===== src/rtl/exe_writeback.sv =====
// Execution-result writeback: merges ALU results and LSU load returns onto the
// single register-file write port, buffering colliding ALU results in a small FIFO.
`ifndef SCOREBOARD_SIZE_WIDTH
`define SCOREBOARD_SIZE_WIDTH 4
`endif

module exe_writeback #(
  parameter int SID_WIDTH = `SCOREBOARD_SIZE_WIDTH,
  parameter int DEPTH     = 4,
  parameter int CNT_W     = 3
) (
  input  logic                 clk,
  input  logic                 rst_n,
  input  logic                 alu_exe_valid_i,
  input  logic [SID_WIDTH-1:0] alu_sid_i,
  input  logic [4:0]           alu_exe_rd_i,
  input  logic [63:0]          alu_exe_rd_value_i,
  input  logic                 lsu_wb_valid_i,
  input  logic [SID_WIDTH-1:0] lsu_sid_i,
  input  logic [4:0]           lsu_rd_i,
  input  logic [63:0]          lsu_rd_value_i,
  output logic                 rf_wen_o,
  output logic [4:0]           rf_waddr_o,
  output logic [63:0]          rf_wdata_o,
  output logic                 sb_release_valid_o,
  output logic [SID_WIDTH-1:0] sb_release_sid_o,
  output logic                 alu_stall_o,
  output logic [CNT_W-1:0]     fifo_count_o,
  output logic                 ovf_err_o
);

  localparam int PW = $clog2(DEPTH);
  localparam int EW = SID_WIDTH + 5 + 64;

  // Handshake: both producers present single-cycle valid pulses with no ready;
  // the only flow control is alu_stall_o, which the ALU issue stage must honour.

  logic [EW-1:0]    mem [DEPTH];
  logic [PW-1:0]    wptr, rptr;
  logic [CNT_W-1:0] count;

  logic           fifo_empty, fifo_full;
  logic           pop, push, push_ok, drop;
  logic           sel_valid;
  logic [EW-1:0]  sel_entry;
  logic [EW-1:0]  alu_entry;

  assign fifo_empty = (count == '0);
  assign fifo_full  = (count == CNT_W'(DEPTH));
  assign alu_entry  = {alu_sid_i, alu_exe_rd_i, alu_exe_rd_value_i};

  always_comb begin
    pop       = 1'b0;
    push      = 1'b0;
    sel_valid = 1'b0;
    sel_entry = '0;
    if (lsu_wb_valid_i) begin
      sel_valid = 1'b1;
      sel_entry = {lsu_sid_i, lsu_rd_i, lsu_rd_value_i};
      push      = alu_exe_valid_i;
    end else if (!fifo_empty) begin
      sel_valid = 1'b1;
      sel_entry = mem[rptr];
      pop       = 1'b1;
      push      = alu_exe_valid_i;
    end else if (alu_exe_valid_i) begin
      sel_valid = 1'b1;
      sel_entry = alu_entry;
    end
    // A pop in the same cycle frees the slot, so a full FIFO still accepts the push.
    push_ok = push && (!fifo_full || pop);
    drop    = push && fifo_full && !pop;
  end

  always_ff @(posedge clk) begin
    if (push_ok) mem[wptr] <= alu_entry;
  end

  always_ff @(posedge clk or negedge rst_n) begin
    if (!rst_n) begin
      wptr      <= '0;
      rptr      <= '0;
      count     <= '0;
      ovf_err_o <= 1'b0;
    end else begin
      if (push_ok) wptr <= wptr + PW'(1);
      if (pop)     rptr <= rptr + PW'(1);
      if (push_ok && !pop)      count <= count + CNT_W'(1);
      else if (!push_ok && pop) count <= count - CNT_W'(1);
      if (drop) ovf_err_o <= 1'b1;
    end
  end

  always_ff @(posedge clk or negedge rst_n) begin
    if (!rst_n) begin
      rf_wen_o           <= 1'b0;
      rf_waddr_o         <= '0;
      rf_wdata_o         <= '0;
      sb_release_valid_o <= 1'b0;
      sb_release_sid_o   <= '0;
    end else begin
      rf_wen_o           <= 1'b0;
      sb_release_valid_o <= 1'b0;
      if (sel_valid) begin
        sb_release_valid_o <= 1'b1;
        {sb_release_sid_o, rf_waddr_o, rf_wdata_o} <= sel_entry;
        rf_wen_o <= (sel_entry[68:64] != 5'd0);
      end
    end
  end

  // Two-slot margin: one result already in flight plus the one arriving this cycle.
  assign alu_stall_o  = (count >= CNT_W'(DEPTH - 2));
  assign fifo_count_o = count;

endmodule

===== config.mk =====
export PLATFORM = sky130hd
export DESIGN_NAME = exe_writeback
export DESIGN_NICKNAME = d
export VERILOG_FILES = /design/src/rtl/exe_writeback.sv
export SDC_FILE = /design/constraint.sdc
export NUM_CORES = 1
export LEC_CHECK = 0
export CAP_MARGIN = 20
export CORE_MARGIN = 1.5
export CORE_UTILIZATION = 54
export CTS_CLUSTER_DIAMETER = 120
export DETAILED_ROUTE_END_ITERATION = 7
export GPL_TIMING_DRIVEN = 1
export PLACE_DENSITY = 0.8
export SYNTH_ARGS = -nofsm -noshare
export SYNTH_HDL_FRONTEND = slang
export SYNTH_SLANG_ARGS = --single-unit
export TNS_END_PERCENT = 30

===== constraint.sdc =====
create_clock -name clk -period 4.5 [get_ports clk]
set_input_delay 1.125 -clock clk [delete_from_list [all_inputs] [get_ports clk]]
set_output_delay 1.125 -clock clk [all_outputs]
set_load 0.01 [all_outputs]

== Yosys cells after proc, flatten, opt, wreduce, memory -nomap -nowiden ==
Memories as Yosys holds them, arrays and structs flattened.
Cells that the tools add are included.
Word-level totals
  bits in registers: 83
  memories: 1
  bits in writable memories: 292
  bits of input ports: 150
  word-level logic and storage cells: 44
  output and inout port bits: 80
Memories
  mem: words 4, bits a word 73, read ports 1, clocked after memory_dff 0, wr ports 1, line 38  | logic [EW-1:0] mem [DEPTH];
Cells by class
  reductions and logical operators: 12
  mux-type cells: 16
  order comparisons: 1
  equal/unequal tests: 1
  $add $sub $neg: 4
Operator list (count)
  $mux W73: 3
  $mux W1: 11
  $mux W3: 2
  $logic_and A1 B1 Y1: 5
  $reduce_bool A5 Y1: 1
  $add A2 B1 Y2 const B: 2
  $add A3 B1 Y3 const B: 1
  $eq A3 B3 Y1 const B: 1
  $ge A3 B2 Y1 const B: 1
  $logic_not A1 Y1: 3
  $logic_not A3 Y1: 1
  $sub A3 B1 Y3 const B: 1
  $reduce_bool A2 Y1: 1
  $logic_or A1 B1 Y1: 1

== Depth between registers and ports, before layout ==
  word-level depth: 9
  gate-level depth with buffers: 10
  depth with buffers taken out: 9

== Worst setup path before layout ==
No wires, ideal clock.
  path type: input to register
  start point: input port lsu_wb_valid_i
  end point: memory mem[0][0] (netlist bit) (enable)
  arrival: 3648 ps
  buffers on the path: 1
  cell stages on the path: 4
  library setup time: 439 ps
  path slack: 413 ps
  data required time: 4061 ps
  cells stage by stage: clkbuf_1 xnor2_1 a21boi_1 and2_1
Between the ends
  word-level cells in the longest chain between the ends: 5
  elaborated cells between the ends (all ways): 6
RTL lines
  start, declared: line 18  | input logic lsu_wb_valid_i,
  $mux W1: line 57  | if (lsu_wb_valid_i) begin
  $logic_or A1 B1 Y1: line 71  | push_ok = push && (!fifo_full || pop);
  $logic_and A1 B1 Y1 *: line 71
  via push_ok: line 43  | logic pop, push, push_ok, drop;
  $mux W1 *: line 76  | if (push_ok) mem[wptr] <= alu_entry;
  $mux W1 (implied by the code) *: line 76
  end, declared: line 38
The timed path passes the listed nets; every way through them passes the cells marked *.

== Final worst setup path ==
  start point: input port lsu_wb_valid_i
  end point: memory mem[1][52] (netlist bit) (enable)
The elaborated chain is that of the path after synthesis.

==> results by group <==
Cells and area
  • Share of layout cells above drive strength 1: 0.1385
  • Area Growth Syn to Fin: 25.27%
  • Layout Nets: ~1200
  • Most common cell after layout, fill and taps aside: edfxtp_1
  • Most frequent cells in the layout: edfxtp_1, clkdlybuf4s50_1, dfrtp_1, mux4_2, a21oi_1

Global routing
  • Vias in the first global route: ~9000
  • GRT overflow: 0
  • Largest net degree at the start of global routing: 75
  • GRT Total Usage: 0.2361
  • Global-route wire length before repair: around 51 mm
  • Initial antenna violation count: 3

Routing
  • Vias: between 8000 and 9000
  • Vias per cell: about 6
  • Post-DR wirelength/cell: around 23 µm
  • Routed wire length: 32.90 mm
  • First-pass iteration count of the detailed router: 7
  • Post-DRT Antenna Nets: 0
  • Detailed-route DRC error count: 0
  • Initial drt markers: around 900

CTS
  • Clock Tree Buf Depth: 3
  • Later-pin clock latency in the skew report: roughly 500 ps
  • H-tree levels: 2
  • Clk sink count: around 380
  • Cts hold-fix bufs: 0
  • CTS tree: built
  • Resized cells post-CTS: 0
  • Root Buffer: clkbuf_16
  • Post-CTS Repair Setup Buffers: 0
  • Clock transition at path regs: 60 ps
  • Total CTS buffers: 36

Worst setup path
  • Max FO, Critical Path: 46
  • Critical-path cell list: clkdlybuf4s50_1 > xnor2_1 > a21boi_1 > and2_4 > buf_12
  • CP Capture Type: register
  • Req. time, crit path: 4670 ps
  • Reg2reg start: fifo_count_o[1]
  • Buf/Inv on CP: 2
  • Reg2reg end: rf_wdata_o[62]
  • Critical Path Start Type: input port
  • Setup slack, reg-to-reg: between 1500 and 2000 ps
  • Delay-heaviest family, CP: buffers and inverters
  • Crit path largest cell delay: about 540 ps
  • Arrival time at the worst endpoint: 3220 ps
  • Critical path class: input port to register
  • R2r worst-path depth: 6
  • Slowest cell on the critical path: and2_4

Timing
  • Slew HR: 0.4143
  • Post-route setup slack: roughly 1500 ps
  • RSZ-0062 raised after global routing: false
  • Setup_tns: 0 ps
  • Slew @ Worst Pin: a little under 900 ps
  • Achievable frequency: about 330 MHz
  • Clock skew: between 10 and 15 ps
  • Final period util: 0.6772
  • Endpoints failing setup: 0
  • Max-slew violation count: 0
  • Final hold vios: 0
  • Crit path time final: between 3000 and 4000 ps

Placed design
  • Port buffer count: between 200 and 250
  • GPL Wtd Cong: 0.7335
  • Hpwl dp: 20.06 mm
  • Setup WS pre-CTS: ~920 ps

Floorplan
  • Initial core utilization: 0.5496
  • Core Region: 0.02695 mm²
  • Rows: 60
  • DIE AREA: 0.02843 mm²
  • Die H: 168.6 µm
  • Die width: about 170 µm
  • Ports: 230

Power
  • PD cells: about 600 mW/mm²
  • Comb pwr share: 0.284
  • P_leak: 6.188 nW
  • Worst IR Drop VDD: roughly 0.00032 V
  • Sw frac: 0.2889
  • Clock Power Share: 0.254
  • P_sw: between 0.003 and 0.004 W
  • Sequential power share: 0.462
  • Pint: around 0.008 W

Synth
  • Number of library cell types mapped by synthesis: 34
  • Avg Cell Area, Syn: around 18 µm²
  • Syn Std Cell Area: approximately 0.015 mm²
  • Syn_nets: 1001
  • FF+latch count, synth: 375
  • Area share of the largest cell type after synthesis: 0.5919
  • Mapped Cells: about 850
  • Seq/Total Area, Yosys: 0.7322
  • Synth area leader: edfxtp_1
  • Synth area leaders: edfxtp_1, dfrtp_1, mux4_2
  • Ys Warns: 0

Min path
  • Hold Path Origin: rf_waddr_o[1]
  • Hold Crit Class: register to register
  • Hold path depth: 1
  • Hold endpoint: rf_waddr_o[1]

Run status
  • Status: finished, final reports clean

Run
  • Max-Cap Viols: 0
[worst max path at each step]
stage | endpoint | slack, ps | from | depth (start not counted)
after floorplan | mem[0][0] | 410 | lsu_wb_valid_i | 4
after global placement | mem[1][44] | 990 | lsu_wb_valid_i | 5
after detailed placement | mem[1][44] | 920 | lsu_wb_valid_i | 5
after CTS | mem[1][31] | 1420 | lsu_wb_valid_i | 5
after global routing | fifo_count_o[2] | 1310 | lsu_wb_valid_i | 9
final | mem[1][52] | 1450 | lsu_wb_valid_i | 5
[cell type report]
| cell class | count | area [µm²] |
|---|---|---|
| multi-input cells | 401 | 3682 |
| clock inverters | 10 | 97.59 |
| diodes | 2 | 5.005 |
| well taps | 341 | 426.7 |
| inverters | 6 | 25.02 |
| fillers | 1695 | 8394 |
| clock buffers | 52 | 1002 |
| repair buffers | 246 | 2465 |
| flip-flops and latches | 375 | 10850 |
[sequential cells by signal, summed over array words and instances (netlist names)]
register / cells
ovf_err_o: 1
rptr: 2
rf_waddr_o: 5
sb_release_valid_o: 1
mem: 292
rf_wen_o: 1
wptr: 2
rf_wdata_o: 64
fifo_count_o: 3
sb_release_sid_o: 4
[stage by stage]
stage | hold slack [ps] | instance area [µm²] | utilization | power, W | std cells
4_1_cts | 545.6 | 18550 | 0.6883 | 0.01131 | 1431
3_5_place_dp | 532.1 | 17450 | 0.6475 | 0.008436 | 1369
2_1_floorplan | 503.2 | 14810 | - | 0.007023 | 845
6_report | 547.5 | 18560 | 0.6885 | 0.01120 | 1433
3_3_place_gp | 513.3 | 17450 | 0.6475 | 0.008343 | 1369
5_1_grt | 559.0 | 18550 | 0.6884 | 0.01172 | 1432
[cell usage after synthesis, drive strengths merged]
cell and instances:
a221o 2, a41o 1, a21oi 70, nor2 3, and2 4, xnor2 4
buf 21, a31oi 2, inv 6, ha 5, nand2 12, a2bb2oi 2
xor2 3, o22ai 66, o21ai 69, a21boi 1, mux4 73, clkbuf 42
a21o 6, dfrtp 83, nand3 3, fa 1, edfxtp 292, nor4 1
nand3b 68, nor3 2, or2 1, or3 1, mux2 1
[cells by family (layout without fill, tap and decap cells)]
logic type / count (synthesis) / in the layout / synth area share
buf+inv: 69 / 314 / 0.02027
compound gates: 219 / 219 / 0.08244
flops: 375 / 375 / 0.7322
mux: 74 / 74 / 0.1117
xor+xnor: 7 / 7 / 0.004139
other cells: 0 / 2 / 0
simple gates: 95 / 95 / 0.04367
fa+ha+maj: 6 / 6 / 0.005575
[power groups by stage]
stage                     clock network [W]  logic [W]  registers [W]
final                               0.00284    0.00318        0.00517
after global routing                0.00302    0.00342        0.00527
after CTS                           0.00289    0.00323        0.00519
after detailed placement                  0    0.00320        0.00524
after global placement                    0    0.00314        0.00521
after floorplan                           0    0.00195        0.00508
[metal layers]
metal,part of all wire,track usage
met2,0.48,0.3828
met4,0.030,0.08152
met5,0.00070,0
met1,0.41,0.3240
met3,0.076,0.04770
(Power assumes the default switching activity.)
